### src/rtl/ifetch_ctrl.sv
// Instruction-fetch controller: PC sequencing, imem req/ack handshake, prefetch queue to decode.
// Fetched word reaches decode one cycle after its ack; full queue, halt or redirect deasserts imem_req.
module ifetch_ctrl #(
  parameter int          DEPTH     = 4,
  parameter logic [15:0] RESET_PC  = 16'h0000,
  parameter logic [15:0] HALT_INST = 16'hEFFF
) (
  input  logic                     clk,
  input  logic                     rst_n,
  output logic                     imem_req,
  output logic [15:0]              imem_addr,
  input  logic                     imem_ack,
  input  logic [15:0]              imem_rdata,
  output logic                     inst_valid,
  output logic [15:0]              inst_data,
  output logic [15:0]              inst_pc,
  input  logic                     inst_ready,
  input  logic                     redirect_valid,
  input  logic [15:0]              redirect_pc,
  output logic                     halted,
  output logic [$clog2(DEPTH):0]   fifo_count
);

  localparam int AW = $clog2(DEPTH);
  localparam int CW = AW + 1;
  localparam logic [CW-1:0] FULL_COUNT = CW'(DEPTH);

  typedef struct packed {
    logic [15:0] pc;
    logic [15:0] data;
  } entry_t;

  entry_t          queue [DEPTH];
  logic [AW-1:0]   wptr;
  logic [AW-1:0]   rptr;
  logic [CW-1:0]   count;
  logic [15:0]     fetch_pc;

  logic            full;
  logic            fire;
  logic            deq;
  logic            halt_hit;

  // Reset gates the request combinationally so an in-flight fetch is abandoned at once.
  always_comb begin
    full      = (count == FULL_COUNT);
    imem_req  = rst_n && !halted && !redirect_valid && !full;
    imem_addr = fetch_pc;
    fire      = imem_req && imem_ack;
    halt_hit  = fire && (imem_rdata == HALT_INST);
  end

  // A redirect discards the dequeue of its own cycle along with the rest of the queue.
  always_comb begin
    inst_valid = (count != '0);
    inst_data  = queue[rptr].data;
    inst_pc    = queue[rptr].pc;
    deq        = inst_valid && inst_ready && !redirect_valid;
    fifo_count = count;
  end

  always_ff @(posedge clk or negedge rst_n) begin
    if (!rst_n) begin
      for (int i = 0; i < DEPTH; i++) begin
        queue[i] <= '0;
      end
    end else if (fire) begin
      queue[wptr] <= '{pc: fetch_pc, data: imem_rdata};
    end
  end

  always_ff @(posedge clk or negedge rst_n) begin
    if (!rst_n) begin
      wptr     <= '0;
      rptr     <= '0;
      count    <= '0;
      fetch_pc <= RESET_PC;
      halted   <= 1'b0;
    end else if (redirect_valid) begin
      wptr     <= '0;
      rptr     <= '0;
      count    <= '0;
      fetch_pc <= redirect_pc & 16'hFFFE;
      halted   <= 1'b0;
    end else begin
      if (fire) begin
        wptr     <= wptr + AW'(1);
        fetch_pc <= fetch_pc + 16'd2;
      end
      if (deq) begin
        rptr <= rptr + AW'(1);
      end
      unique case ({fire, deq})
        2'b10:   count <= count + CW'(1);
        2'b01:   count <= count - CW'(1);
        default: count <= count;
      endcase
      if (halt_hit) begin
        halted <= 1'b1;
      end
    end
  end

endmodule

### config.mk
export PLATFORM = sky130hd
export DESIGN_NAME = ifetch_ctrl
export DESIGN_NICKNAME = d
export VERILOG_FILES = /design/src/rtl/ifetch_ctrl.sv
export SDC_FILE = /design/constraint.sdc
export NUM_CORES = 1
export LEC_CHECK = 0
export BUFFER_PORTS_ARGS = -buffer_cell sky130_fd_sc_hd__buf_2
export CORE_UTILIZATION = 62
export CTS_CLUSTER_DIAMETER = 40
export DETAILED_ROUTE_END_ITERATION = 10
export HOLD_SLACK_MARGIN = 0.03
export PLACE_DENSITY_LB_ADDON = 0.08
export SETUP_SLACK_MARGIN = 0.4
export SYNTH_ARGS = -nofsm -noshare
export SYNTH_HDL_FRONTEND = slang
export SYNTH_SLANG_ARGS = --single-unit
### constraint.sdc
create_clock -name clk -period 3.83 [get_ports clk]
set_input_delay 0.9575 -clock clk [delete_from_list [all_inputs] [get_ports clk]]
set_output_delay 0.9575 -clock clk [all_outputs]
set_load 0.03 [all_outputs]
# Word level (Yosys, flattened, before mapping)
# Index checks and enable logic that the tools add are counted.
# totals
register_bits	152
latchBits	0
mem_bits_rw	0
mem_bits_ro	0
input_bits	37
word_cells	59
memories	0
# classes
n_addsub	5
multipliers	0
n_div	0
n_lt_le_gt_ge	3
n_eq_ne	4
n_shift	0
mux	16
n_bitwise	2
n_reduce_logical	16
# op_table
operator	count
128-bit bitwise mux	1
32-bit 2-to-1 mux	3
32-bit binary-select mux with 2-bit select	1
32-bit demux with 2-bit select	1
16-bit 2-to-1 mux	2
16-bit by 2-bit adder with 16-bit output, second input constant	1
16-bit equality test, second input constant	1
1-bit logical AND	8
2-bit 2-to-1 mux	4
3-bit greater-or-equal comparator, second input constant	2
2-bit NOT with 3-bit output	2
3-bit one-hot mux with 2 select lines	1
2-bit nonzero test	3
3-bit nonzero test	2
2-bit by 1-bit adder with 2-bit output, second input constant	2
3-bit by 1-bit adder with 3-bit output, second input constant	1
3-bit equality test, second input constant	1
1-bit zero test	3
3-bit by 1-bit < comparator with 1-bit output, second input constant	1
3-bit 2-to-1 mux	1
3-bit by 1-bit subtractor with 3-bit output, second input constant	1
2-bit by 1-bit equality test with 1-bit output, second input constant	1
2-bit equality test, second input constant	1
1-bit 2-to-1 mux	2

# Logic depth before layout (Yosys ltp)
# Gate-level depths: netlist of run 1.
# depth
ltp_word	8
mapped_depth	7
depth_no_buf	6

# Worst setup path after synthesis of run 1
# Ideal clock, no wire load.
# synth_timing
kind	input port to output port
startpoint	input port redirect_valid
endpoint	output port imem_req
arrival_ps	2356
t_required_ps	2873
setup_slack_ps	517
stages	3
n_path_buf	2
path_cell_list	buf_6 clkbuf_1 nor4b_1
# synth_via
elab_chain_cells	3
# synth_rtl
element	line_no	rtl
start, declared	18	input logic redirect_valid,
1-bit zero test	47	imem_req = rst_n && !halted && !redirect_valid && !full;
1-bit logical AND (2 in a row)	47	
end, declared	10	output logic imem_req,
# Every way passes these cells.

# Worst setup path after layout of run 1
# layout_timing
startpoint	register rptr[0]
endpoint	output port inst_pc[7]
# layout_via
elab_chain_cells	4
# layout_rtl
element	line_no	rtl
start, declared	35	logic [AW-1:0] rptr;
start signal, assigned	91	rptr <= rptr + AW'(1);
2-bit NOT with 3-bit output (implied by the code)	57	inst_pc = queue[rptr].pc;
32-bit binary-select mux with 2-bit select	57	
32-bit 2-to-1 mux (implied by the code) (2 in a row)	57	
end, declared	16	output logic [15:0] inst_pc,
# Every way passes these cells. The select of a mux whose other input is x is not followed.

==> metrics.md, run 1 <==
| Metric | Value |
|---|---|
| Drt pass-1 iters | 4 |
| # diodes | 0 |
| Mux cell area share after synthesis | between 30 and 40% |
| Height of the die | about 110 um |
| Register area | approximately 3700 um2 |
| GRT Total Usage | between 20% and 30% |
| Yosys reg bits | 147 |
| Vias | 4,357 |
| CP Max Fanout | 18 |
| Mapped Avg Cell Area | 14.6 um2 |
| Clk_skew | between 6 and 7 ps |
| MaxCap Viol Count | 0 |
| Initial Util | between 60 and 70% |
| Outcome | finished, final reports clean |
| Fin crit share | 86.3% |
| Combinational share of power | around a quarter |
| Synth Area in Adders | under 10% |
| Synth top area cells | dfrtp_1, mux2_2, mux4_2, buf_4, a221o_1 |
| WL met2 | around 7.6 mm |
| Postcts setup bufs | 0 |
| WL/cell | between 20 and 25 um |
| CTS max path bufs | 2 |
| Clock root buffer | clkbuf_8 |
| Largest family of logic cells by synthesized area | multiplexers |
| Fmax | slightly above 0.3 GHz |
| Number of library cell types mapped by synthesis | 47 |
| Reg2reg setup slack | approximately 1400 ps |
| Fraction of registers with async set/reset | 100% |
| Setup CP Type | reg2out |
| Mapped Cells | 468 |
| Arrival @ worst endpoint | approximately 2400 ps |
| Seq/Total Area, Yosys | a little over half |
| Drt via density | about 6.2 |
| Antenna viol nets, final | 0 |
| Worst-path cell chain | buf_12 -> mux4_2 -> buf_2 |
| Post-DP HPWL | approximately 9.0 mm |
| Peak supply drop | around 0.00056 V |
| Design area | approximately 7900 um2 |
| Residual DRC | 0 |
| Initial antenna violation count | 0 |
| Synth Cell Area | slightly below 7000 um2 |
| P&R area growth vs syn | 16.2% |
| Post-CTS sizing | 0 |
| Reg2reg start | fifo_count[0]$_DFFE_PN0P_ |
| I/O pin count | between 90 and 100 |
| Routed met1 length | 6.03 mm |
| Clk Latency, worst-skew pair | 520 ps |
| Sw Ratio | approximately 29% |
| Min cycle time layout | between 3000 and 4000 ps |
| Tightest Pin Transition | between 900 and 1000 ps |
| TritonCTS Sinks | approximately 150 |
| Global-route wire length before repair | ~24 mm |
| Pre-CTS setup slack | 848 ps |
| Die Area | 11,400 um2 |
| Hold_buf cts | 0 |
| Highest routed layer | met4 |
| Row cnt | 37 |
| Number of H-tree levels | 4 |
| Inserted Clock Buffers | 17 |
| Gr ovfl total | 0 |
| Port bufs | 87 |
| Worst Reg-to-Reg Cells | 6 |
| Post-synth top area share | a little over half |
| Slowest stage delay, CP | about 790 ps |
| Met3 wire len | about 640 um |
| PwrDens | between 600 and 700 nW/um2 |
| Post-synthesis simple-gate area fraction | 5.85% |
| Post-synth top cells | dfrtp_1, mux2_2, mux4_2 |
| Max Slew Vio Count | 0 |
| Min-Delay Path Class | in2async |
| Synth Area in Compound Gates | under 10% |
| Footprint of the multi-input gates | 2920 um2 |
| Most common cell in the synthesized netlist | dfrtp_1 |
| Setup tns final | 0 ps |
| Filler instances | around 650 |
| DR iter-0 viols | between 200 and 250 |
| Placement Cell Area | 7360 um2 |
| # setup viols final | 0 |
| Setup crit end kind | output pin |
| Final hold vios | 0 |
| Reg power frac | about 43% |
| Clk pwr share | between 30% and 40% |
| Hold Slack | between 300 and 400 ps |
| Yosys warning count | 0 |
| Post-route insts no fill | ~700 |
| Leak | between 3 and 4 nW |
| Final worst setup slack | around 520 ps |
| Largest net degree at the start of global routing | 77 |
| CTS tree | yes |
| Worst Path Required | 2870 ps |
| Routability cong. | approximately 0.84 |
| Clk slew on worst S/H paths | 60 ps |
| Headroom to the max-slew limit | between 30% and 40% |
| Internal power | 3.42 mW |
| Post-Route WL | between 10 and 15 mm |
| Placed cells | around 670 |
| Primary FF master, synth | dfrtp_1 |
| XOR/XNOR Fraction of Synth Area | less than 1% |
| Core Region | about 11,000 um2 |
| Reg-to-reg endpoint | queue[43]$_DFFE_PN0P_ |
| Psw | approximately 1.4 mW |
| Net count, final | ~600 |
| RSZ-0062 raised after global routing | false |
| EDFF count, synth | 0 |
| Worst path slowest cell | dfrtp_2 |
| Share of layout cells above drive strength 1 | between 50% and 60% |
| Vias in the first global route | roughly 4.7k |
| DIE WIDTH | 107 um |
| Top cell type by total area after synthesis | dfrtp_1 |
| Startpoint Class | register |
## metrics by stage
stage / utilization [%] / total power, mW
after CTS: 75.5 / 4.84
after global routing: 75.5 / 5.01
after floorplan: - / 2.88
after detailed placement: 70.0 / 3.21
final: 75.5 / 4.81
after global placement: 70.0 / 3.15
## placed cells by master (no fill, tap or decap), types with 2 or more instances in the layout
cell / count
or3_1: 4
a21oi_1: 2
buf_4: 10
nor3b_1: 2
a31oi_1: 2
nor3_1: 5
dfrtp_1: 146
mux4_2: 31
conb_1: 2
buf_12: 2
clkinv_2: 2
nor2_1: 10
clkbuf_8: 4
nand3_1: 14
ha_1: 5
xnor2_1: 2
and4_1: 2
o21ai_0: 8
buf_2: 86
inv_1: 8
o311ai_0: 4
bufinv_16: 3
and3_1: 3
a21o_1: 4
a221o_1: 7
mux2_2: 124
clkbuf_1: 5
o211ai_1: 4
nand4_1: 5
nand2_1: 18
clkbuf_16: 16
or4_1: 2
o31ai_1: 3
## power by group through the flow
| stage | logic, mW | clock network [mW] | registers [mW] |
|---|---|---|---|
| floorplan | 0.853 | 0 | 2.02 |
| global placement | 1.10 | 0 | 2.05 |
| detailed placement | 1.13 | 0 | 2.08 |
| CTS | 1.14 | 1.64 | 2.06 |
| global route | 1.20 | 1.72 | 2.10 |
| finish | 1.13 | 1.62 | 2.06 |
## sequential cells by signal (all words and copies together) (netlist names)
name	flops
wptr	2
imem_addr	15
fifo_count	3
rptr	2
queue	124
halted	1
## how the worst max path moves through the flow
| stage | from | end | depth (start not counted) | slack [ps] |
|---|---|---|---|---|
| finish | rptr[0]$_DFFE_PN0P_ | inst_pc[7] | 3 | 520 |
| detailed placement | redirect_valid | fifo_count[2]$_DFFE_PN0P_ | 7 | 850 |
| global route | rptr[0]$_DFFE_PN0P_ | inst_pc[6] | 3 | 410 |
| CTS | rptr[0]$_DFFE_PN0P_ | inst_pc[12] | 3 | 480 |
| floorplan | redirect_valid | imem_req | 3 | 520 |
| global placement | redirect_valid | fifo_count[2]$_DFFE_PN0P_ | 7 | 880 |
## logic make-up after synthesis
logic type	Yosys count
AOI/OAI and AO/OA	40
xor gates and xnor gates	3
adders and majority gates	6
buffers and inverters	43
DFF	147
muxes	156
other	1
and+or+nand+nor	72
## worst max-delay path, delay by kind of cell, from the launching register on
family | cells | cell delay (ps)
buffers and inverters | 2 | 480
flip-flops | 1 | 790
multiplexers | 1 | 540
## per-layer routing
layer | GRT usage, % | vias to the layer above
li1 | - | 1917
met1 | 36.5 | 2301
met2 | 46.4 | 117
met3 | 6.08 | 22
met4 | 9.78 | 0
met5 | 0 | -
## area by class of cell
| type | instances | share of cell area (%) |
|---|---|---|
| flip-flops and latches | 147 | 46.4 |
| multi-input cells | 279 | 36.8 |
| repair buffers | 99 | 7.02 |
| clock buffers | 25 | 5.98 |
| well taps | 136 | 2.15 |
| clock inverters | 5 | 1.26 |
| inverters | 8 | 0.379 |
(Power assumes the default switching activity.)
==> run 2: changes to the inputs <==
--- a/config.mk
+++ b/config.mk
@@ -5,10 +5,10 @@
 export SDC_FILE = /design/constraint.sdc
 export NUM_CORES = 1
 export LEC_CHECK = 0
-export BUFFER_PORTS_ARGS = -buffer_cell sky130_fd_sc_hd__buf_2
-export CORE_UTILIZATION = 62
+export CORE_UTILIZATION = 67
 export CTS_CLUSTER_DIAMETER = 40
 export DETAILED_ROUTE_END_ITERATION = 10
+export DONT_BUFFER_PORTS = 1
 export HOLD_SLACK_MARGIN = 0.03
 export PLACE_DENSITY_LB_ADDON = 0.08
 export SETUP_SLACK_MARGIN = 0.4
==> run 2 against run 1 <==
Against the previous run:
- sequential share of layout area up 2.7 points
- clock power about the same
- sequential cell count is the same
- fmax up 3.2%
- critical path depth down 1
- register-to-register slack barely moved
- routed wire length is 6.7% lower
- via count decreased by 8.7%
- clock-buffer cell count decreased by 6
- sequential power about the same
- total power decreased by 4.4%
- critical endpoint is now inst_pc[15]
- largest cell class unchanged
- worst setup slack better by 100 ps
==> metrics.md, run 2 (synthesis gave the netlist of run 1 again) <==
| Metric | Value |
|---|---|
| CP Max Fanout | 20 (was 18) |
| Combinational share of power | 19.9% (was 23.4%) |
| Max Slew Vio Count | 0 (unchanged) |
| DIE WIDTH | 103 um (was 107 um) |
| Peak supply drop | 0.000324 V (was 0.000556 V) |
| Setup crit end kind | output pin (unchanged) |
| Gr ovfl total | 0 (unchanged) |
| Height of the die | 103 um (was 107 um) |
| Most frequent cells in the layout | dfrtp_1, mux2_2, mux4_2 (was dfrtp_1, mux2_2, buf_2) |
| Post-CTS sizing | 0 (unchanged) |
| Vias in the first global route | 4,224 (was 4,655) |
| Min-Delay Path Class | in2async (unchanged) |
| Pre-CTS setup slack | 1170 ps (was 848 ps) |
| Headroom to the max-slew limit | 33.9% (was 39.5%) |
| Setup CP Type | reg2out (unchanged) |
| P&R area growth vs syn | 9.82% (was 16.2%) |
| Psw | 1.35 mW (was 1.39 mW) |
| Pwr Total | 4.59 mW (was 4.81 mW) |
| Clk pwr share | 34.6% (was 33.7%) |
| Die Area | 10,600 um2 (was 11,400 um2) |
| Final hold vios | 0 (unchanged) |
| Sw Ratio | 29.5% (was 28.9%) |
| DR iter-0 viols | 148 (was 213) |
| Outcome | finished, final reports clean (unchanged) |
| Row cnt | 36 (was 37) |
| Inserted Clock Buffers | 17 (unchanged) |
| Global-route wire length before repair | 21.3 mm (was 23.7 mm) |
| Post-Route WL | 13.5 mm (was 14.5 mm) |
| Clk Latency, worst-skew pair | 520 ps (about the same) |
| Post-DP HPWL | 8.55 mm (was 9.02 mm) |
| Drt via density | 6.48 (was 6.23) |
| Initial Util | 69.5% (was 65.0%) |
| Hold_buf cts | 0 (unchanged) |
| Clk slew on worst S/H paths | 60 ps (about the same) |
| Postcts setup bufs | 0 (unchanged) |
| # diodes | 0 (unchanged) |
| Core Region | 9820 um2 (was 10,500 um2) |
| Min cycle time layout | 3200 ps (was 3310 ps) |
| Port bufs | 0 (was 87) |
| Clock root buffer | clkbuf_8 (unchanged) |
| I/O pin count | 91 (unchanged) |
| Leak | 3.37 nW (was 3.73 nW) |
| Flip-flop count of the largest register after layout | 124 (unchanged) |
| Final core occ | 76.4% (was 75.5%) |
| Setup tns final | 0 ps (unchanged) |
| Initial antenna violation count | 0 (unchanged) |
| Drt pass-1 iters | 4 (unchanged) |
| Worst Path Required | 2870 ps (about the same) |
| Reg power frac | 45.6% (was 42.9%) |
| Vias | 3,980 (was 4,357) |
| Fin crit share | 83.6% (was 86.3%) |
| Largest net degree at the start of global routing | 151 (was 77) |
| Routability cong. | 0.745 (was 0.843) |
| Clk_skew | 8.00 ps (was 6.74 ps) |
| CTS max path bufs | 2 (unchanged) |
| Internal power | 3.24 mW (was 3.42 mW) |
| WL/cell | 22.0 um (was 20.7 um) |
| Hold Slack | 130 ps (was 332 ps) |
| Share of layout cells above drive strength 1 | 42.8% (was 50.3%) |
| Antenna viol nets, final | 0 (unchanged) |
| GRT Total Usage | 27.7% (was 27.9%) |
| RSZ-0062 raised after global routing | false (unchanged) |
| Fmax | 0.312 GHz (was 0.302 GHz) |
| Filler instances | 636 (was 648) |
| Tightest Pin Transition | 992 ps (was 908 ps) |
| Number of H-tree levels | 4 (unchanged) |
| Most common cell after layout, fill and taps aside | dfrtp_1 (unchanged) |
| Final worst setup slack | 627 ps (was 523 ps) |
| CTS tree | yes (unchanged) |
| Startpoint Class | register (unchanged) |
| # setup viols final | 0 (unchanged) |
| MaxCap Viol Count | 0 (unchanged) |
| Largest Register | queue (unchanged) |
| PwrDens | 613 nW/um2 (was 606 nW/um2) |
| Arrival @ worst endpoint | 2250 ps (was 2350 ps) |
| Net count, final | 511 (was 595) |
| TritonCTS Sinks | 147 (unchanged) |
| Residual DRC | 0 (unchanged) |
run 2: cell count changes in the layout (fill, tap and decap cells not counted), sizes merged:
cell / delta
clkinvlp: +3
buf: -84
clkbuf: -6
clkinv: +5
bufinv: -1
inv: +1
run 2: layer usage:
| metal | part of all wire, % | global-route usage, % |
|---|---|---|
| met4 | 1.0 | 7.91 |
| met3 | 5.2 | 7.73 |
| met5 | 0 | 0 |
| met2 | 53 | 48.1 |
| met1 | 41 | 34.1 |
run 2: critical path, cell delays in order, from the launching register on:
cell	delay, ps
dfrtp_1	990
buf_4	300
mux4_2	440
run 2: layout make-up:
class	instances	area [um2]	area share, %
flip-flops and latches	147	3680	49.1
well taps	133	166	2.22
clock inverters	13	134	1.79
clock buffers	19	442	5.89
inverters	8	30.0	0.400
multi-input cells	279	2920	39.0
repair buffers	15	125	1.67
run 2: power by group through the flow:
| stage | logic, mW | clock network (mW) | registers (mW) |
|---|---|---|---|
| 3_5_place_dp | 0.920 | 0 | 2.12 |
| 2_1_floorplan | 0.853 | 0 | 2.02 |
| 6_report | 0.912 | 1.59 | 2.09 |
| 4_1_cts | 0.924 | 1.60 | 2.09 |
| 5_1_grt | 0.969 | 1.68 | 2.13 |
| 3_3_place_gp | 0.891 | 0 | 2.09 |
run 2: path summary, 6_finish.rpt:
| check | slack [ps] | from | cells after the start | end |
|---|---|---|---|---|
| max in group asynchronous | 3460 | rst_n | 0 | wptr[1]$_DFFE_PN0N_ |
| min in group clk | 500 | redirect_valid | 1 | rptr[0]$_DFFE_PN0P_ |
| setup / recovery | 630 | rptr[1]$_DFFE_PN0P_ | 2 | inst_pc[15] |
| hold / removal | 130 | rst_n | 0 | queue[101]$_DFFE_PN0P_ |
| setup reg to reg | 1380 | fifo_count[1]$_DFFE_PN0P_ | 5 | fifo_count[2]$_DFFE_PN0P_ |
| hold reg to reg | 500 | queue[28]$_DFFE_PN0P_ | 1 | queue[28]$_DFFE_PN0P_ |
run 2: per-stage QoR:
stage,instance area (um2),std cells
after global placement,6920,582
after detailed placement,6920,582
after global routing,7500,614
after floorplan,6830,469
final,7500,614
after CTS,7500,614
